## config.mk

```make
export PLATFORM = sky130hd
export DESIGN_NAME = a2d_scan_ctrl
export DESIGN_NICKNAME = d
export VERILOG_FILES = /design/src/rtl/a2d_scan_ctrl.sv
export SDC_FILE = /design/constraint.sdc
export NUM_CORES = 1
export LEC_CHECK = 0
export CORE_AREA = 10 10 112 114
export CTS_CLUSTER_SIZE = 20
export DETAILED_ROUTE_END_ITERATION = 8
export DIE_AREA = 0 0 122 124
export PLACE_DENSITY = 0.84
export RECOVER_POWER = 50
export SYNTH_ARGS = -nofsm -noshare
export SYNTH_HDL_FRONTEND = slang
export SYNTH_SLANG_ARGS = --single-unit
```

## constraint.sdc

```tcl
create_clock -name clk -period 6.5 [get_ports clk]
set_input_delay 0.65 -clock clk [delete_from_list [all_inputs] [get_ports clk]]
set_output_delay 0.65 -clock clk [all_outputs]
set_load 0.005 [all_outputs]
```

## src/rtl/a2d_scan_ctrl.sv

```systemverilog
`default_nettype none
// +--------------------------------------------------------------------------+
// | Module      : a2d_scan_ctrl                                              |
// | Description : Multi-channel A2D scan controller. For each enabled        |
// |               channel it runs a CMD frame and a READ frame over SPI,     |
// |               stores the returned sample and exposes the results         |
// |               through a combinational read port.                        |
// | Options     : A2D_AVG_EN - store a running average instead of the raw    |
// |               sample (first sample after reset is stored as-is).         |
// | Revision    : 1.0 - initial release                                      |
// +--------------------------------------------------------------------------+
module a2d_scan_ctrl #(
  parameter int NUM_CHNNL = 8,
  parameter int RES_W     = 12,
  parameter int SCLK_DIV  = 32
) (
  input  logic                 clk,
  input  logic                 rst,
  input  logic                 strt_cnv,
  input  logic                 cont,
  input  logic [NUM_CHNNL-1:0] chnl_mask,
  input  logic [2:0]           rd_chnl,
  output logic [RES_W-1:0]     rd_data,
  output logic                 cnv_cmplt,
  output logic                 busy,
  output logic                 a2d_SS_n,
  output logic                 SCLK,
  output logic                 MOSI,
  input  logic                 MISO
);

  // A frame is 34 half-periods: one lead-in, 32 for the 16 bits, one tail.
  localparam int         HALF    = SCLK_DIV / 2;
  localparam int         DIV_W   = (HALF > 1) ? $clog2(HALF) : 1;
  localparam logic [5:0] LAST_HP = 6'd33;

  typedef enum logic [2:0] {
    IDLE  = 3'd0,
    CMD   = 3'd1,
    GAP   = 3'd2,
    READ  = 3'd3,
    STORE = 3'd4,
    NEXT  = 3'd5
  } state_t;

  state_t               state_q, state_d;
  logic [DIV_W-1:0]     div_q, div_d;
  logic [5:0]           hp_q, hp_d;
  logic                 gap_q, gap_d;
  logic [2:0]           chnl_q, chnl_d;
  logic [NUM_CHNNL-1:0] mask_q, mask_d;
  logic [RES_W-1:0]     shift_q, shift_d;
  logic                 sclk_q, sclk_d;
  logic                 mosi_q, mosi_d;
  logic                 ss_n_q, ss_n_d;
  logic                 cmplt_q, cmplt_d;
  logic [RES_W-1:0]     res_q [NUM_CHNNL];

  logic [15:0]          w_word;
  logic [5:0]           w_hp_nx;
  logic                 w_frame_done;
  logic                 w_lo_found, w_nx_found;
  logic [2:0]           w_lo_idx, w_nx_idx;
  logic [RES_W-1:0]     w_store;

  assign w_word  = {2'b00, chnl_q, 11'h000};
  assign w_hp_nx = hp_q + 6'd1;

  // Lowest enabled channel of the live mask, and next enabled channel above the current one.
  always_comb begin
    w_lo_found = 1'b0;
    w_lo_idx   = 3'd0;
    w_nx_found = 1'b0;
    w_nx_idx   = 3'd0;
    for (int i = NUM_CHNNL - 1; i >= 0; i--) begin
      if (chnl_mask[i]) begin
        w_lo_found = 1'b1;
        w_lo_idx   = 3'(i);
      end
      if (mask_q[i] && (3'(i) > chnl_q)) begin
        w_nx_found = 1'b1;
        w_nx_idx   = 3'(i);
      end
    end
  end

  // Next-state logic: SPI frame engine plus scan sequencing.
  always_comb begin
    state_d      = state_q;
    div_d        = div_q;
    hp_d         = hp_q;
    gap_d        = gap_q;
    chnl_d       = chnl_q;
    mask_d       = mask_q;
    shift_d      = shift_q;
    sclk_d       = sclk_q;
    mosi_d       = mosi_q;
    ss_n_d       = ss_n_q;
    cmplt_d      = 1'b0;
    w_frame_done = 1'b0;

    if ((state_q == CMD) || (state_q == READ)) begin
      if (div_q == DIV_W'(HALF - 1)) begin
        div_d = '0;
        if (hp_q == LAST_HP) begin
          w_frame_done = 1'b1;
          ss_n_d       = 1'b1;
        end else begin
          hp_d = w_hp_nx;
          if (w_hp_nx[0] && (w_hp_nx <= 6'd31)) begin
            // falling edge: present next bit, MSB first
            sclk_d = 1'b0;
            mosi_d = w_word[4'd15 - w_hp_nx[4:1]];
          end else if (!w_hp_nx[0] && (w_hp_nx <= 6'd32)) begin
            // rising edge: sample MISO; only the last RES_W bits survive
            sclk_d  = 1'b1;
            shift_d = RES_W'({shift_q, MISO});
          end
        end
      end else begin
        div_d = div_q + 1'b1;
      end
    end

    case (state_q)
      IDLE: begin
        if (strt_cnv) begin
          if (w_lo_found) begin
            mask_d  = chnl_mask;
            chnl_d  = w_lo_idx;
            state_d = CMD;
            ss_n_d  = 1'b0;
            div_d   = '0;
            hp_d    = '0;
            sclk_d  = 1'b1;
          end else begin
            cmplt_d = 1'b1;
          end
        end
      end
      CMD: begin
        if (w_frame_done) begin
          state_d = GAP;
          gap_d   = 1'b0;
        end
      end
      GAP: begin
        if (gap_q) begin
          state_d = READ;
          ss_n_d  = 1'b0;
          div_d   = '0;
          hp_d    = '0;
          sclk_d  = 1'b1;
        end else begin
          gap_d = 1'b1;
        end
      end
      READ: begin
        if (w_frame_done) begin
          state_d = STORE;
        end
      end
      STORE: begin
        state_d = NEXT;
      end
      NEXT: begin
        if (w_nx_found) begin
          chnl_d  = w_nx_idx;
          state_d = CMD;
          ss_n_d  = 1'b0;
          div_d   = '0;
          hp_d    = '0;
          sclk_d  = 1'b1;
        end else begin
          cmplt_d = 1'b1;
          if (cont && w_lo_found) begin
            mask_d  = chnl_mask;
            chnl_d  = w_lo_idx;
            state_d = CMD;
            ss_n_d  = 1'b0;
            div_d   = '0;
            hp_d    = '0;
            sclk_d  = 1'b1;
          end else begin
            state_d = IDLE;
          end
        end
      end
      default: begin
        state_d = IDLE;
      end
    endcase
  end

  // State and SPI output registers; reset aborts any frame with SS_n high.
  always_ff @(posedge clk or posedge rst) begin
    if (rst) begin
      state_q <= IDLE;
      div_q   <= '0;
      hp_q    <= '0;
      gap_q   <= 1'b0;
      chnl_q  <= 3'd0;
      mask_q  <= '0;
      shift_q <= '0;
      sclk_q  <= 1'b1;
      mosi_q  <= 1'b0;
      ss_n_q  <= 1'b1;
      cmplt_q <= 1'b0;
    end else begin
      state_q <= state_d;
      div_q   <= div_d;
      hp_q    <= hp_d;
      gap_q   <= gap_d;
      chnl_q  <= chnl_d;
      mask_q  <= mask_d;
      shift_q <= shift_d;
      sclk_q  <= sclk_d;
      mosi_q  <= mosi_d;
      ss_n_q  <= ss_n_d;
      cmplt_q <= cmplt_d;
    end
  end

`ifdef A2D_AVG_EN
  logic [NUM_CHNNL-1:0] seen_q;
  logic [RES_W+1:0]     w_avg;

  // new = (old*3 + sample + 2) >> 2 in RES_W+2 bits; cannot overflow.
  assign w_avg   = (({2'b00, res_q[chnl_q]} * (RES_W+2)'(3)) + {2'b00, shift_q} + (RES_W+2)'(2)) >> 2;
  assign w_store = seen_q[chnl_q] ? w_avg[RES_W-1:0] : shift_q;

  // Per-channel flag so the first sample after reset is stored unaveraged.
  always_ff @(posedge clk or posedge rst) begin
    if (rst) begin
      seen_q <= '0;
    end else if (state_q == STORE) begin
      seen_q[chnl_q] <= 1'b1;
    end
  end
`else
  assign w_store = shift_q;
`endif

  // Result registers, written in STORE only.
  always_ff @(posedge clk or posedge rst) begin
    if (rst) begin
      for (int i = 0; i < NUM_CHNNL; i++) begin
        res_q[i] <= '0;
      end
    end else if (state_q == STORE) begin
      res_q[chnl_q] <= w_store;
    end
  end

  assign rd_data   = (int'(rd_chnl) < NUM_CHNNL) ? res_q[rd_chnl] : '0;
  assign busy      = (state_q != IDLE);
  assign cnv_cmplt = cmplt_q;
  assign a2d_SS_n  = ss_n_q;
  assign SCLK      = sclk_q;
  assign MOSI      = mosi_q;

endmodule
`default_nettype wire

```

==> results by group <==
STA
  – Unrepaired setup endpoints after global routing: false
  – Total negative slack: 0 ns
  – Final Hold Viols: 0
  – Max Freq: 263.6 MHz
  – Final setup viols: 0
  – Period utilization: 58.36%
  – Fin. max-slew vios: 88
  – Tmin final: 3.793 ns
  – Slew HR: -152.5%
  – Actual slew at the worst max-slew pin: 3.767 ns
  – Skew final: 0.01000 ns

Power
  – Clock power share: 46.3%
  – Switching power: 0.5399 mW
  – Power Density: 289.2 nW/µm²
  – Seq pwr share: 43.5%
  – Logic gate share of total power: 10.1%
  – Internal power: 1.627 mW
  – Leakage: 3.527 nW
  – Peak VDD IR: 0.1580 mV
  – Sw Ratio: 24.92%

Finish
  – Share of layout cells above drive strength 1: 37.93%
  – Final core utilization: 73.23%
  – Area delta synth->final: 14.56%
  – Net total in the final layout: 528
  – Fin cells: 658
  – Inserted Diodes: 0

Clock tree
  – Reg clk slew, reported paths: 0.06 ns
  – Post-cts hold buffer count: 0
  – CTS tree: yes
  – CTS H-tree lvls: 4
  – Root Driver: clkbuf_8
  – Post-cts gate resize count: 0
  – Clock insertion delay at the later pin of the skew report: 0.52 ns
  – Setup repair bufs after CTS: 0
  – CTS buffer count: 17
  – CTS Buffer Depth: 2
  – Clock sink count: 136

Detailed routing
  – Initial DRC count: 344
  – Avg Vias per Cell: 6.119
  – Wire per inst: 20.69 µm
  – First-pass detailed-route iteration total: 4
  – Total Wirelength: 13.62 mm
  – Drt drc: 0
  – Vias post-DR: 4,026
  – Antenna viol nets, final: 0

Logic synthesis
  – Async set-or-reset flop fraction in the synthesized netlist: 100.0%
  – Post-Syn Area: 6540 µm²
  – EDFF count, synth: 0
  – Synth top area cells: dfrtp_1 (51%), mux2_2 (22%), mux4_2 (8.3%), nor2_1 (1.5%), nand2_1 (1.5%)
  – Syn_nets: 511
  – Synthesis-stage register bit count: 136
  – Warnings from Yosys: 0
  – Cell taking the most area after synthesis: dfrtp_1
  – Register area share after synthesis: 52.08%
  – Yosys top cell area share: 51.27%
  – Cell variety after synth: 48
  – Most used DFF post-synth: dfrtp_1
  – Syn avg cell area: 13.29 µm²
  – Cells after Synth: 492

Die
  – Rows: 37
  – Floorplan die height: 124 µm
  – Die W: 122 µm
  – Die area: 15,130 µm²
  – I/O pins: 33
  – CORE AREA: 10,230 µm²
  – Initial core utilization: 63.92%

Place
  – Placed Instances: 626
  – Detailed Place HPWL: 8.440 mm
  – IO Port Bufs: 32
  – GPL Wtd Cong: 0.8362

Run status
  – Status: finished with violations
  – Violated checks: capacitance limit, slew limit

Global routing
  – First-pass GRT wire length: 22.52 mm
  – Pin count of the biggest net entering global routing: 88
  – Initial antenna violation count: 0
  – Total global routing overflow: 0
  – Total GRT Usage: 19.22%
  – Vias in the first global route: 4,318

Setup path
  – Most frequent cell on the critical path: clkdlybuf4s50_1
  – Max incr delay on CP: 1.29 ns
  – Crit path cell chain: clkdlybuf4s50_1 > mux4_2 > mux2_2 > clkdlybuf4s50_1
  – Critical Path Fanout Max: 24
  – CP endpoint kind: output port
  – Slowest CP cell: clkdlybuf4s50_1
  – WP data required: 5.85 ns
  – Top delay family on crit path: buffers and inverters
  – CP Class: input pin to output port
  – CP Buf/Inv Count: 2
  – Crit path arrival time: 3.14 ns
  – Worst setup SP type: input pin

Worst hold path
  – Hold crit path type: flip-flop to flip-flop

Flow run
  – Max-Cap Viols: 1
sequential cells by signal (all words and copies together), names as in the netlist:
register / count
a2d_SS_n: 1
MOSI: 1
res_q: 96
div_q: 4
chnl_q: 3
gap_q: 1
SCLK: 1
mask_q: 7
hp_q: 6
cnv_cmplt: 1
state_q: 3
shift_q: 12
power groups by stage:
| stage | registers (mW) | clock network, mW | logic [mW] |
|---|---|---|---|
| after floorplan | 0.930 | 0 | 0.173 |
| after global placement | 0.952 | 0 | 0.204 |
| after detailed placement | 0.955 | 0 | 0.218 |
| after CTS | 0.942 | 1.02 | 0.222 |
| after global routing | 0.949 | 1.05 | 0.244 |
| final | 0.943 | 1.00 | 0.220 |
per-layer routing:
layer,global-route usage [%],share of wire (%)
met5,0,0
met4,8.346,1.7
met2,31.26,50
met1,24.67,44
met3,3.801,3.9
cell usage after synthesis, types with 2 or more instances:
| library cell | number |
|---|---|
| a31oi_1 | 2 |
| dfrtp_1 | 134 |
| ha_1 | 3 |
| o22ai_1 | 2 |
| buf_1 | 12 |
| mux4_2 | 24 |
| mux2_2 | 130 |
| nor2_1 | 27 |
| a21boi_0 | 2 |
| or2_2 | 3 |
| mux2i_1 | 3 |
| buf_4 | 2 |
| nand2_1 | 26 |
| nor4_1 | 2 |
| nor3b_1 | 2 |
| or3_1 | 6 |
| o41ai_1 | 2 |
| buf_2 | 12 |
| inv_1 | 7 |
| clkbuf_1 | 9 |
| nand3_1 | 7 |
| nand4b_1 | 2 |
| xnor2_1 | 3 |
| and3_1 | 2 |
| o21ai_0 | 13 |
| dfstp_2 | 2 |
| nor3_1 | 4 |
| xor2_1 | 5 |
| o31a_1 | 2 |
| a21oi_1 | 16 |
| nand2b_1 | 3 |
| nor2b_1 | 7 |
kinds of logic after synthesis:
logic type,count (synthesis),synth area share [%]
xor gates and xnor gates,8,1.071
and+or+nand+nor,96,7.270
AOI/OAI and AO/OA,49,4.974
DFF,136,52.08
buffers and inverters,43,2.927
muxes,157,31.11
adders and majority gates,3,0.5740
tightest hold or removal path: stages (launching register included):
cell and delay [ns]:
dfstp_2 0.37, inv_1 0.04, a21oi_1 0.05
path summary, 6_finish.rpt:
path,slack [ns],startpoint,cells past startpoint,to
min in group asynchronous,1.71,rst,2,res_q[11]
max in group asynchronous,2.95,rst,3,res_q[3]
max,2.71,rd_chnl[1],4,rd_data[1]
min,0.46,a2d_SS_n,2,a2d_SS_n
max reg2reg,4.01,div_q[0],6,shift_q[9]
min reg2reg,0.46,a2d_SS_n,2,a2d_SS_n
cell type report:
class	count	area (µm²)
clock buffer	18	427.9
fill	643	2739
clock inverter	14	193.9
sequential	136	3406
tap	136	170.2
inverter	7	27.53
multi-input combinational	313	2940
timing repair buffer	34	326.6
stage by stage:
stage	power [mW]	hold WS (ns)	worst slack, ns	instance area, µm²
global placement	1.156	0.4490	2.785	6883
detailed placement	1.174	0.4548	2.679	6883
finish	2.167	0.4645	2.707	7492
global route	2.246	0.4758	2.350	7492
floorplan	1.103	0.4505	2.214	6540
CTS	2.179	0.4626	2.670	7505
layout by cell type, fill, tap and decap left out, drive strengths merged, types with 3 or more instances in the layout:
| master | Yosys | routed |
|---|---|---|
| mux2i | 3 | 3 |
| xnor2 | 3 | 3 |
| xor2 | 5 | 5 |
| or3 | 6 | 6 |
| or2 | 3 | 3 |
| nor2b | 7 | 7 |
| clkdlybuf4s50 | 0 | 28 |
| bufinv | 0 | 4 |
| clkbuf | 9 | 19 |
| mux4 | 24 | 24 |
| nand3 | 7 | 7 |
| nand2 | 26 | 26 |
| nor3 | 4 | 4 |
| nor2 | 27 | 27 |
| inv | 7 | 10 |
| mux2 | 130 | 130 |
| nand2b | 4 | 4 |
| clkinvlp | 0 | 3 |
| ha | 3 | 3 |
| dfrtp | 134 | 134 |
| a21oi | 17 | 17 |
| clkinv | 0 | 4 |
| dlygate4sd3 | 0 | 3 |
| o21ai | 13 | 13 |
Note: power is estimated with default switching activity, not from simulation.
==> RTL change 1, RTL diff (config.mk and constraints unchanged) <==
Set the parameter `NUM_CHNNL` to 16 (it was 8).
--- a/src/rtl/a2d_scan_ctrl.sv
+++ b/src/rtl/a2d_scan_ctrl.sv
@@ -10,7 +10,7 @@
 // | Revision    : 1.0 - initial release                                      |
 // +--------------------------------------------------------------------------+
 module a2d_scan_ctrl #(
-  parameter int NUM_CHNNL = 8,
+  parameter int NUM_CHNNL = 16,
   parameter int RES_W     = 12,
   parameter int SCLK_DIV  = 32
 ) (
Ports: changed (resized chnl_mask); port bits go from 33 to 41. The function was not compared with the original's and may differ.
==> RTL change 1 against the original RTL <==
- the run still ends with capacitance limit, slew limit left
- routed wire length is 5.6% higher
- register-to-register slack worse by 480 ps
- critical path depth decreased by 1
- sequential power is 15% higher
- cell area increased by 7.1%
- synthesized area rose by 8.0%
- sequential cell count increased by 7
- first-iteration DRC count shrank 18%
- non-clock buffer count increased by 9
- synthesized cell count up 9.1%
- worst setup slack got worse by 390 ps
- total power is 9.4% higher
==> RTL change 1: results (changes against the original RTL) <==
skew final = 7.803 ps (-2.200 ps)
R2R Path Start = chnl_q[2]
Unique masters post-synth = 58 (+21%)
initial antenna violation count = 0 (unchanged)
top flop regs = res_q x96, mask_q x14, shift_q x12
failing checks = capacitance limit, slew limit
vias in the first global route = 4637 (+7.4%)
H-tree depth = 4 (unchanged)
Max FO, Critical Path = 81 (+240%)
Most used DFF post-synth = dfrtp_1
Worst Tran Pin Value = 2771 ps (-996.9 ps)
detailed placer's ending HPWL = 9127 um (+8.2%)
placed inst area = 7490 um^2 (+8.8%)
Min-Delay Endpoint = res_q[173]
Max Cap Viol = 2 (+1)
fraction of layout cells with a size suffix above 1 = 0.3628 (-0.01646)
Worst R2R Path Depth = 6 (unchanged)
Pins Over Slew Limit = 146 (+66%)
Nets = 591 (+12%)
top cells by count, synth = 141 x dfrtp_1, 126 x mux2_2, 28 x nor2_1
Post-CTS Setup Inserts = 0 (unchanged)
Initial DRC Count = 281 (-18%)
min-delay worst type = reg -> reg
r2r endpoint = mask_q[6]
worst skew pair latency = 530 ps
CTS buffer count = 17 (unchanged)
final wirelength = 14380 um (+5.6%)
Clock Tree Buf Depth = 2 (unchanged)
clock slew at reported path FFs = 60 ps (about the same)
fraction of the yosys area taken by sequential cells = 0.5068 (-0.01394)
syn_nets = 565 (+11%)
largest net degree at the start of global routing = 82 (-6.8%)
LEAKAGE = 3.795 nW (+7.6%)
leading post-synthesis cells by cell area = dfrtp_1 50%, mux2_2 20%, mux4_2 7.7%
worst hold start = res_q[173]
first-pass GRT wire length = 24120 um (+7.1%)
ys async rst share = 1.000 (unchanged)
VDD IR max = 0.2922 mV (+85%)
Synth Warn # = 0 (unchanged)
routability cong. = 0.8949 (+7.0%)
hold path depth = 1 (-1)
vias post-DR = 4397 (+9.2%)
Port Buffers = 40 (+25%)
Root Buffer = clkbuf_8
Post-CTS Resized = 0 (unchanged)
r2r setup slk = 3530 ps (-480 ps)
GRT Total Usage = 0.2050 (+0.01279)
critical path data arrival time = 4440 ps (+1300 ps)
outcome = finished with violations
Ant. Diodes = 0 (unchanged)
sw power = 0.6940 mW (+29%)
Min Hold Slack = 501.7 ps (+37.16 ps)
iteration count of the initial detailed-routing pass = 5 (+1)
[RTL change 1: cell type report]
cell class	count	area, um^2
Sequential cell	143	3581
Clock buffer	18	427.9
Clock inverter	14	117.6
Fill cell	593	2207
Inverter	13	50.05
Tap cell	136	170.2
Timing Repair Buffer	43	415.4
Multi-Input combinational cell	345	3262
[RTL change 1: cells by family after synthesis]
family	Yosys count	share of synthesized area
AOI/OAI and AO/OA	71	0.06942
adders and majority gates	4	0.007084
DFF	143	0.5068
and+or+nand+nor	103	0.07951
muxes	159	0.2964
xor gates and xnor gates	8	0.009917
buffers and inverters	49	0.03081
[RTL change 1: how the worst max path moves through the flow]
stage | startpoint | endpoint | slack, ps | depth (start not counted)
after floorplan | rst | MOSI | 2020 | 1
after global placement | rd_chnl[1] | rd_data[8] | 2760 | 4
after detailed placement | rd_chnl[1] | rd_data[7] | 2710 | 4
after CTS | rd_chnl[1] | rd_data[7] | 2720 | 4
after global routing | rst | mask_q[13] | 1640 | 3
final | rst | mask_q[6] | 2310 | 3
[RTL change 1: metal layers]
layer | up-vias | share of wire | global-route usage
met4 | 0 | 0.014 | 0.07303
met2 | 105 | 0.52 | 0.3506
li1 | 2036 | - | -
met3 | 15 | 0.044 | 0.05837
met5 | - | 0 | 0
met1 | 2241 | 0.42 | 0.2432
[RTL change 1: worst max-delay path, stage by stage]
cell           delay, ps
dlygate4sd3_1        540
clkinvlp_2          1580
clkbuf_2            1630
[RTL change 1: through the flow]
step	instances	setup slack [ps]	power (mW)
2_1_floorplan	537	2015	1.383
3_3_place_gp	680	2759	1.475
3_5_place_dp	680	2711	1.499
4_1_cts	712	2715	2.386
5_1_grt	712	1641	2.487
6_report	712	2313	2.370
[RTL change 1: power by group through the flow]
stage               sequential (mW)  clock (mW)  combinational [mW]
global placement               1.09           0               0.385
detailed placement             1.10           0               0.403
CTS                            1.08       0.898               0.408
finish                         1.08       0.886               0.401
floorplan                      1.04           0               0.347
global route                   1.10       0.939               0.449
==> RTL change 2, RTL diff (same settings) <==
Made on the original files. Take the reset off `hp_q` and `shift_q` and load them in a clocked block of their own.
--- a/src/rtl/a2d_scan_ctrl.sv
+++ b/src/rtl/a2d_scan_ctrl.sv
@@ -197,11 +197,9 @@
     if (rst) begin
       state_q <= IDLE;
       div_q   <= '0;
-      hp_q    <= '0;
       gap_q   <= 1'b0;
       chnl_q  <= 3'd0;
       mask_q  <= '0;
-      shift_q <= '0;
       sclk_q  <= 1'b1;
       mosi_q  <= 1'b0;
       ss_n_q  <= 1'b1;
@@ -209,16 +207,19 @@
     end else begin
       state_q <= state_d;
       div_q   <= div_d;
-      hp_q    <= hp_d;
       gap_q   <= gap_d;
       chnl_q  <= chnl_d;
       mask_q  <= mask_d;
-      shift_q <= shift_d;
       sclk_q  <= sclk_d;
       mosi_q  <= mosi_d;
       ss_n_q  <= ss_n_d;
       cmplt_q <= cmplt_d;
     end
+  end
+
+  always_ff @(posedge clk) begin
+    hp_q    <= hp_d;
+    shift_q <= shift_d;
   end
 
 `ifdef A2D_AVG_EN
Check against the original RTL: same outputs for any inputs over 10 cycles, from zero or initial values and one cycle with rst high; that may be too few to reach the edited logic, so the function may still have changed.
==> RTL change 2 against the original RTL <==
- via count is 0.67% higher
- clock skew is 0.64 ps higher
- sequential cell count stayed put
- synthesized area is 1.5% lower
- cell area is 1.6% lower
- synthesized cell count is 2.6% lower
- first-iteration DRC count is 13% lower
- combinational power is 5% higher
- core utilization is 1.1 points lower
- worst setup slack hardly changed
- routed wire length is 0.55% lower
- the run still ends with capacitance limit, slew limit left
- total power is 3.1% lower
- global-route usage is 0.77 points lower
==> RTL change 2: results (changes against the original RTL) <==
top cells by count, synth = 119 x mux2_2, 116 x dfrtp_1, 31 x nor2_1
first-pass GRT wire length = 21770 um (-3.3%)
Clock Tree Buf Depth = 2 (unchanged)
LEAKAGE = 3.392 nW (-3.9%)
fraction of the yosys area taken by sequential cells = 0.5331 (+0.01234)
routability cong. = 0.8411 (+0.59%)
placed inst area = 6830 um^2 (-0.76%)
R2R Path Start = chnl_q[1]
wire per inst = 20.74 um (+0.21%)
VDD IR max = 0.1845 mV (+17%)
Worst Tran Pin Value = 3353 ps (-414.0 ps)
r2r endpoint = SCLK
ys async rst share = 0.8676 (-0.1324)
syn_nets = 498 (-2.5%)
largest net degree at the start of global routing = 79 (-10%)
post-place setup slack = 2765 ps (+85.99 ps)
CP max stage cell = clkdlybuf4s50_1
Post-synth EDFFs = 12 (+12)
GRT Total Usage = 0.1845 (-0.007681)
Max Cap Viol = 1 (unchanged)
vias in the first global route = 4138 (-4.2%)
outcome = finished with violations
clock slew at reported path FFs = 60 ps (about the same)
Port Buffers = 32 (unchanged)
Post-CTS Setup Inserts = 0 (unchanged)
Post-CTS Resized = 0 (unchanged)
r2r setup slk = 3920 ps (-90 ps)
Root Buffer = clkbuf_8
fill count = 660 (+2.6%)
CTS buffer count = 17 (unchanged)
skew final = 10.64 ps (+0.6377 ps)
fraction of layout cells with a size suffix above 1 = 0.3578 (-0.02148)
Ant. Diodes = 0 (unchanged)
fin crit share = 0.5836 (about the same)
worst setup path end = rd_data[0]
Initial DRC Count = 301 (-13%)
failing checks = capacitance limit, slew limit
Unique masters post-synth = 55 (+15%)
iteration count of the initial detailed-routing pass = 5 (+1)
routed vias/inst = 6.207 (+1.4%)
Worst R2R Path Depth = 5 (-1)
WS Path Type = in -> out
Nets = 523 (-0.95%)
leading post-synthesis cells by cell area = dfrtp_1 45%, mux2_2 21%, mux4_2 8.4%
sw power = 0.5699 mW (+5.5%)
Pins Over Slew Limit = 79 (-10%)
detailed placer's ending HPWL = 8486 um (+0.55%)
-- RTL change 2: cell types whose count changed after synthesis, moves of 4 or more --
cell      before  now
dfrtp_1      134  116
clkbuf_1       9   21
edfxtp_1       0   12
buf_1         12    1
mux2_2       130  119
buf_2         12    3
dfxtp_1        0    6
nand2_1       26   22
nor2_1        27   31
-- RTL change 2: worst min-delay path by stage --
stage | from | end | slack (ps) | cells after the start
2_1_floorplan | res_q[70] | res_q[70] | 470 | 1
3_3_place_gp | res_q[65] | res_q[65] | 480 | 1
3_5_place_dp | res_q[69] | res_q[69] | 490 | 1
4_1_cts | res_q[69] | res_q[69] | 510 | 1
5_1_grt | res_q[16] | res_q[16] | 510 | 1
6_report | res_q[69] | res_q[69] | 500 | 1
-- RTL change 2: cell type report --
class / count / area [um^2] / share of cell area
clock buffer: 18 / 417.9 / 0.05667
clock inverter: 14 / 140.1 / 0.01900
inverter: 10 / 38.79 / 0.005260
multi-input combinational: 304 / 2841 / 0.3853
sequential: 136 / 3436 / 0.4659
tap: 136 / 170.2 / 0.02307
timing repair buffer: 35 / 330.3 / 0.04479
-- RTL change 2: power groups by stage --
stage	Clock [mW]	Combinational [mW]	Sequential [mW]
after floorplan	0	0.188	0.949
after global placement	0	0.217	0.978
after detailed placement	0	0.228	0.983
after CTS	0.901	0.234	0.967
after global routing	0.942	0.260	0.977
final	0.897	0.232	0.971
-- RTL change 2: per-stage QoR --
step,utilization,hold slack [ps],cells
2_1_floorplan,-,473.8,479
3_5_place_dp,0.6676,491.4,621
3_3_place_gp,0.6676,482.3,621
6_report,0.7208,501.5,653
4_1_cts,0.7221,505.4,653
5_1_grt,0.7208,510.2,653
-- RTL change 2: kinds of logic (layout without fill, tap and decap cells) --
family | count (synthesis) | in the layout | share of synthesized area
buffers and inverters | 39 | 77 | 0.02679
AOI/OAI and AO/OA | 56 | 56 | 0.05669
muxes | 148 | 148 | 0.2996
xor gates and xnor gates | 6 | 6 | 0.008155
adders and majority gates | 3 | 3 | 0.005825
and+or+nand+nor | 91 | 91 | 0.06989
DFF | 136 | 136 | 0.5331
-- RTL change 2: worst register-to-register path, cell delays in order, from the launching register on --
cell      delay, ps
dfrtp_1         610
a21boi_0        210
o21a_1          220
or4b_1          630
a211o_1         520
a211o_1         330
-- RTL change 2: layer usage --
layer / track usage / share of wire / vias up
met2: 0.3106 / 0.52 / 117
li1: - / - / 1815
met1: 0.2347 / 0.43 / 2113
met5: 0 / 0 / -
met4: 0.05961 / 0.0058 / 0
met3: 0.03801 / 0.047 / 8
